--- src/rtl/game_score_ctrl.sv ---
// game_score_ctrl: round-robin add-points arbiter feeding a saturating 3-digit BCD score.
`default_nettype none

module game_score_ctrl #(
  parameter int VAL_W = 4
) (
  input  logic               i_Clk,
  input  logic               i_Rst,
  input  logic               i_Clr,
  input  logic [3:0]         i_Req,
  input  logic [4*VAL_W-1:0] i_Val,
  output logic [3:0]         o_Ack,
  output logic [3:0]         o_Score0,
  output logic [3:0]         o_Score1,
  output logic [3:0]         o_Score2,
  output logic               o_Busy,
  output logic               o_Sat
);

  typedef enum logic [1:0] {
    IDLE = 2'd0,
    RUN  = 2'd1,
    DONE = 2'd2
  } state_t;

  state_t             state_q;
  logic [3:0]         units_q, tens_q, hund_q;
  logic [VAL_W-1:0]   cnt_q;
  logic [1:0]         idx_q, ptr_q;
  logic [3:0]         ack_q;

  logic               grant_found;
  logic [1:0]         grant_idx;
  logic [VAL_W-1:0]   grant_val;
  logic [3:0]         units_d, tens_d, hund_d;
  logic               at_max;

  // Search starts one past the last granted requester and wraps mod 4.
  always_comb begin
    grant_found = 1'b0;
    grant_idx   = ptr_q;
    for (int k = 1; k <= 4; k++) begin
      if (!grant_found && i_Req[ptr_q + 2'(k)]) begin
        grant_found = 1'b1;
        grant_idx   = ptr_q + 2'(k);
      end
    end
    grant_val = '0;
    for (int k = 0; k < 4; k++) begin
      if (grant_idx == 2'(k)) grant_val = i_Val[k*VAL_W +: VAL_W];
    end
  end

  always_comb begin
    units_d = units_q + 4'd1;
    tens_d  = tens_q;
    hund_d  = hund_q;
    if (units_q == 4'd9) begin
      units_d = 4'd0;
      if (tens_q == 4'd9) begin
        tens_d = 4'd0;
        hund_d = hund_q + 4'd1;
      end else begin
        tens_d = tens_q + 4'd1;
      end
    end
  end

  assign at_max = (hund_q == 4'd9) && (tens_q == 4'd9) && (units_q == 4'd9);

  always_ff @(posedge i_Clk) begin
    if (i_Rst) begin
      state_q <= IDLE;
      units_q <= 4'd0;
      tens_q  <= 4'd0;
      hund_q  <= 4'd0;
      cnt_q   <= '0;
      idx_q   <= 2'd0;
      ptr_q   <= 2'd3;
      ack_q   <= 4'd0;
    end else if (i_Clr) begin
      state_q <= IDLE;
      units_q <= 4'd0;
      tens_q  <= 4'd0;
      hund_q  <= 4'd0;
      cnt_q   <= '0;
      ack_q   <= 4'd0;
    end else begin
      case (state_q)
        IDLE: begin
          ack_q <= 4'd0;
          if (grant_found) begin
            idx_q <= grant_idx;
            cnt_q <= grant_val;
            if (grant_val != '0) begin
              state_q <= RUN;
            end else begin
              state_q <= DONE;
              ack_q   <= 4'b0001 << grant_idx;
            end
          end
        end
        RUN: begin
          // At 999 the remaining points are dropped instead of wrapping.
          if (at_max) begin
            state_q <= DONE;
            ack_q   <= 4'b0001 << idx_q;
          end else begin
            units_q <= units_d;
            tens_q  <= tens_d;
            hund_q  <= hund_d;
            cnt_q   <= cnt_q - VAL_W'(1);
            if (cnt_q == VAL_W'(1)) begin
              state_q <= DONE;
              ack_q   <= 4'b0001 << idx_q;
            end
          end
        end
        DONE: begin
          ack_q   <= 4'd0;
          ptr_q   <= idx_q;
          state_q <= IDLE;
        end
        default: begin
          ack_q   <= 4'd0;
          state_q <= IDLE;
        end
      endcase
    end
  end

  assign o_Ack    = ack_q;
  assign o_Score0 = units_q;
  assign o_Score1 = tens_q;
  assign o_Score2 = hund_q;
  assign o_Busy   = (state_q != IDLE);
  assign o_Sat    = at_max;

endmodule

`default_nettype wire
--- config.mk ---
export PLATFORM = sky130hd
export DESIGN_NAME = game_score_ctrl
export DESIGN_NICKNAME = d
export VERILOG_FILES = /design/src/rtl/game_score_ctrl.sv
export SDC_FILE = /design/constraint.sdc
export NUM_CORES = 1
export LEC_CHECK = 0
export CAP_MARGIN = 20
export CORE_MARGIN = 1.5
export CORE_UTILIZATION = 40
export DETAILED_ROUTE_END_ITERATION = 6
export GPL_ROUTABILITY_DRIVEN = 0
export PLACE_DENSITY = 0.68
export SYNTH_ARGS = -nofsm -noshare
export SYNTH_HDL_FRONTEND = slang
export SYNTH_SLANG_ARGS = --single-unit
--- constraint.sdc ---
create_clock -name i_Clk -period 2.6 [get_ports i_Clk]
set_input_delay 0.26 -clock i_Clk [delete_from_list [all_inputs] [get_ports i_Clk]]
set_output_delay 0.26 -clock i_Clk [all_outputs]
set_load 0.02 [all_outputs]
==> out/metrics.yaml, run 1 <==
synth:
  ys_ff_latch: 26
  ys_warn_count: 0
  synth_edf_count: 0
  netlist_area_um2: 1570
  synth.distinct_cells: 50
  synth_area_leader_cell: "dfxtp_1"
  synth_seq_area_share_pct: 33.1
  synthArstFlopShare_pct: 0
  syn_inst: 190
  synth.avg_cell_area_um2: 8.28
  ys.flop_type: "dfxtp_1"
  syn_nets: 217
  netlist.area_leader.share_pct: 33.1
  netlist_top_cells_area: "dfxtp_1 (33%), nor2_1 (6.0%), o21ai_0 (4.1%), a21oi_1 (3.8%), nand2_1 (3.6%)"
drt:
  avgRoutedWirePerCell_um: 12.5
  first_pass_iters: 4
  vias: 1510
  wl_um: 3540
  drcViolationCount: 0
  drt_iter0_markers: 54
  vias_per_cell: 5.35
  ant_nets: 0
placed_design:
  dp.cells: 278
  hpwl_um: 2780
  dpl_worst_slack_ns: 0.0530
  io_buffers: 40
worst_setup_path:
  required_ns: 2.77
  crit_chain: "clkdlybuf4s50_1 > nand2b_1 > a21oi_1 > nor3_4 > mux2i_1 > a22o_1 > nand4_2 > o41ai_1"
  cp_data_arrival_time_ns: 2.44
  cp-start-kind: "primary input"
  rr_worst_depth: 7
  reg2reg_slack_ns: 0.40
  end_kind: "flop"
  r2r-end: "o_Ack[1]"
  critical-path-max-stage-delay_ns: 0.57
  timing.rr.start: "ptr_q[1]"
  critPathMaxFanout: 17
  crit_slowest_cell: "nor3_4"
  worstSetupPathType: "primary input to flop"
job:
  maxCapViolations: 0
timing:
  setup_slack_ns: 0.332
  skew_ns: 0.00350
  finalHoldViolations: 0
  relSlewSlack_pct: 56.2
  final_max_slew_viol_count: 0
  fmax_mhz: 441
  rsz0062_at_grt: "false"
  period_minus_slack_ns: 2.27
  finalSetupViolations: 0
  tightestPinTransition_ns: 0.655
  period_share_pct: 87.2
  tns_ns: 0
  whs_ns: 0.527
clock_network:
  insertion_delay_ns: 0.27
  cts_tree: "built"
  h-tree-depth: 1
  post_cts_resized: 0
  cts_sinks: 26
  cts_hold_buf: 0
  post_cts_buffers: 0
  clockBufferDepth: 2
  numCtsBuffers: 3
  clk_pin_slew_ns: 0.09
  root_buffer: "clkbuf_8"
global_routing:
  first_global_vias: 1328
  grt_max_degree: 18
  overflow: 0
  track_usage_pct: 17.3
  grt_pass1_wl_um: 5920
  grt_antenna_before_repair: 0
finish:
  final_layout_size_suffix_gt1_share_pct: 10.7
  diodes: 0
  final_cell_mix: "clkdlybuf4s50_1 (40), dfxtp_1 (26), nor2_1 (25), nand2_1 (15), o21ai_0 (13)"
  area_delta_synth_final_pct: 33.7
  nets: 262
  n_fill_cell: 354
  final_common_cell: "clkdlybuf4s50_1"
  fin_util_pct: 56.6
  final_cells: 282
die:
  die-area_um2: 4320
  initial_core_util_pct: 42.3
  die_h_um: 65.7
  rows: 22
  ioPinCount: 41
  fp.dieW_um: 65.7
  core_area_um2: 3720
power:
  ir_drop_mv: 0.233
  leakagePower_uw: 0.000768
  power_density_nw_per_um2: 442
status:
  status: "finished clean"
worst_hold_path:
  holdPathEnd: "o_Score2[3]"
  min_path_cells: 2
  min_from: "o_Score2[3]"
  hold_path.class: "flop to flop"
[critical path, delay by kind of cell]
family | cells | cell delay, ns
buf+inv | 1 | 0.50
mux | 1 | 0.26
compound gates | 3 | 0.58
simple gates | 3 | 0.83
[logic make-up after synthesis]
| logic type | synth area share, % |
|---|---|
| AND/OR/NAND/NOR | 33.5 |
| flip-flops | 33.1 |
| XOR/XNOR | 3.90 |
| adder cells (fa/ha/maj) | 3.18 |
| multiplexers | 3.26 |
| buffers and inverters | 3.34 |
| AO/OA/AOI/OAI | 19.7 |
[synth_stat cells, drive strengths merged, types with 4 or more instances]
master  count
a21oi      12
a22o        4
clkbuf      5
dfxtp      26
ha          4
inv         6
mux2i       4
nand2      17
nand2b      8
nand3       6
nor2       26
nor2b       6
nor3        8
o21ai      15
xor2        4
[where the power goes]
part           internal (uW)  switching (uW)
sequential               414            18.4
clock                    135             126
combinational            113             124
[metrics by stage]
| stage | power [uW] | area, um^2 |
|---|---|---|
| floorplan | 589 | 1570 |
| global placement | 676 | 2050 |
| detailed placement | 677 | 2050 |
| CTS | 943 | 2100 |
| global route | 983 | 2100 |
| finish | 931 | 2100 |
[worst max path at each step]
| stage | from | endpoint | cells after the start |
|---|---|---|---|
| after floorplan | o_Score0[0] | o_Ack[3] | 7 |
| after global placement | i_Req[2] | o_Ack[1] | 8 |
| after detailed placement | i_Req[2] | o_Ack[2] | 9 |
| after CTS | i_Req[2] | o_Ack[1] | 8 |
| after global routing | i_Req[2] | o_Ack[1] | 8 |
| final | i_Req[2] | o_Ack[1] | 8 |
[sequential cells by signal, indices dropped and copies added (netlist names)]
signal	cells
ptr_q	2
o_Score0	4
o_Ack	4
o_Score2	4
state_q	2
o_Score1	4
cnt_q	4
idx_q	2
[layout make-up]
cell class / count / area, um^2 / area share (%)
clock buffer: 4 / 55.1 / 2.62
timing repair buffer: 46 / 445 / 21.2
sequential: 26 / 520 / 24.7
multi-input combinational: 152 / 1000 / 47.5
tap: 48 / 60.1 / 2.86
inverter: 6 / 22.5 / 1.07
[metal layers]
layer | up-vias | part of all wire (%) | global-route usage [%]
met2 | 42 | 46 | 29.7
met4 | 0 | 0.93 | 5.47
met1 | 694 | 48 | 22.3
met5 | - | 0 | 0
met3 | 2 | 4.5 | 2.23
li1 | 772 | - | -
Power figures use the tool's default switching activity.
==> run 2: changes to the inputs <==
--- a/config.mk
+++ b/config.mk
@@ -10,6 +10,7 @@
 export CORE_UTILIZATION = 40
 export DETAILED_ROUTE_END_ITERATION = 6
 export GPL_ROUTABILITY_DRIVEN = 0
+export MAX_ROUTING_LAYER = met4
 export PLACE_DENSITY = 0.68
 export SYNTH_ARGS = -nofsm -noshare
 export SYNTH_HDL_FRONTEND = slang
==> out/metrics.yaml, run 2 (synthesis results as in run 1) <==
timing:
  whs_ns: 0.527  # about the same
  fmax_mhz: 445  # was 441 MHz
  period_share_pct: 86.5  # was 87.2%
  finalSetupViolations: 0  # unchanged
  relSlewSlack_pct: 57.1  # was 56.2%
  skew_ns: 0.00287  # was 0.00350 ns
  final_max_slew_viol_count: 0  # unchanged
  period_minus_slack_ns: 2.25  # was 2.27 ns
  tightestPinTransition_ns: 0.638  # was 0.655 ns
  setup_slack_ns: 0.351  # was 0.332 ns
  tns_ns: 0  # unchanged
  finalHoldViolations: 0  # unchanged
  rsz0062_at_grt: "false"  # unchanged
finish:
  area_delta_synth_final_pct: 33.7  # unchanged
  fin_util_pct: 56.6  # unchanged
  final_common_cell: "clkdlybuf4s50_1"  # unchanged
  final_layout_size_suffix_gt1_share_pct: 10.7  # unchanged
  final_cell_mix: "clkdlybuf4s50_1 (40), dfxtp_1 (26), nor2_1 (25), nand2_1 (15), o21ai_0 (13)"  # unchanged
  diodes: 0  # unchanged
  nets: 262  # unchanged
worst_setup_path:
  rr_worst_depth: 7  # unchanged
  worst-path-buf-inv: 1  # unchanged
  required_ns: 2.77  # about the same
  critPathMaxFanout: 17  # unchanged
  cp-start-kind: "primary input"  # unchanged
  end_kind: "flop"  # unchanged
  worstSetupPathType: "primary input to flop"  # unchanged
  critical-path-max-stage-delay_ns: 0.56  # was 0.57 ns
  cp.depth: 8  # unchanged
  crit_slowest_cell: "nor3_4"  # unchanged
  crit_chain: "clkdlybuf4s50_1 > nand2b_1 > a21oi_1 > nor3_4 > mux2i_1 > a22o_1 > nand4_2 > o41ai_1"  # unchanged
  reg2reg_slack_ns: 0.42  # was 0.40 ns
  cp_data_arrival_time_ns: 2.42  # was 2.44 ns
  crit_family: "simple AND/OR/NAND/NOR gates"  # unchanged
global_routing:
  track_usage_pct: 17.6  # was 17.3%
  grt_antenna_before_repair: 0  # unchanged
  grt_max_degree: 18  # unchanged
  grt_pass1_wl_um: 5890  # was 5920 um
  overflow: 0  # unchanged
  first_global_vias: 1337  # was 1328
die:
  initial_core_util_pct: 42.3  # unchanged
  rows: 22  # unchanged
  ioPinCount: 41  # unchanged
  die_h_um: 65.7  # unchanged
  core_area_um2: 3720  # unchanged
  fp.dieW_um: 65.7  # unchanged
  die-area_um2: 4320  # unchanged
placed_design:
  dpl_worst_slack_ns: 0.0530  # unchanged
  io_buffers: 40  # unchanged
  hpwl_um: 2780  # unchanged
clock_network:
  cts_tree: "built"  # unchanged
  clockBufferDepth: 2  # unchanged
  root_buffer: "clkbuf_8"  # unchanged
  insertion_delay_ns: 0.27  # about the same
  clk_pin_slew_ns: 0.09  # about the same
  cts_hold_buf: 0  # unchanged
  post_cts_buffers: 0  # unchanged
  post_cts_resized: 0  # unchanged
  numCtsBuffers: 3  # unchanged
  cts_sinks: 26  # unchanged
  h-tree-depth: 1  # unchanged
drt:
  wl_um: 3510  # was 3540 um
  drt_iter0_markers: 52  # was 54
  vias: 1512  # was 1510
  first_pass_iters: 4  # unchanged
  vias_per_cell: 5.36  # was 5.35
  ant_nets: 0  # unchanged
  avgRoutedWirePerCell_um: 12.4  # was 12.5 um
  drcViolationCount: 0  # unchanged
power:
  power_density_nw_per_um2: 443  # was 442 nW/um^2
  ir_drop_mv: 0.235  # was 0.233 mV
  leakagePower_uw: 0.000768  # unchanged
status:
  status: "finished clean"  # unchanged
worst_hold_path:
  hold_path.class: "flop to flop"  # unchanged
  min_path_cells: 2  # unchanged
job:
  maxCapViolations: 0  # unchanged
run 2: cell counts in the layout (fill, tap and decap cells not counted):
No cell type changed its count.
run 2: where the power goes:
part / internal (uW) / switching (uW) / leakage, uW
logic: 112 / 123 / 0.000529
registers: 414 / 18.3 / 0.000211
clock network: 135 / 127 / 0.0000288
total: 662 / 269 / 0.000768
run 2: layout make-up:
class / count / area [um^2]
Clock buffer: 4 / 55.1
Timing Repair Buffer: 46 / 445
Multi-Input combinational cell: 152 / 1000
Inverter: 6 / 22.5
Sequential cell: 26 / 520
Tap cell: 48 / 60.1
Fill cell: 354 / 1610
run 2: final timing paths:
kind / startpoint / to
hold reg to reg: o_Score2[3] / o_Score2[3]
setup / recovery: i_Req[2] / o_Ack[1]
hold / removal: o_Score2[3] / o_Score2[3]
setup reg to reg: ptr_q[1] / o_Ack[1]
run 2: through the flow:
step	cell area, um^2	power, uW	cells
final	2100	931	282
after global routing	2100	982	282
after CTS	2100	943	282
after detailed placement	2050	677	278
after global placement	2050	676	278
after floorplan	1570	589	190
run 2: worst register-to-register path, delay by kind of cell (launching register included):
kind | cells | cell delay (ns)
AO/OA/AOI/OAI | 3 | 0.58
flip-flops | 1 | 0.46
multiplexers | 1 | 0.27
AND/OR/NAND/NOR | 3 | 0.77
run 2: layer usage:
| metal | up-vias | track usage [%] | share of wire, % |
|---|---|---|---|
| met2 | 38 | 29.7 | 47 |
| met1 | 698 | 22.5 | 49 |
| met4 | 0 | 5.47 | 0.88 |
| met5 | - | - | 0 |
| li1 | 774 | - | - |
| met3 | 2 | 1.54 | 3.4 |
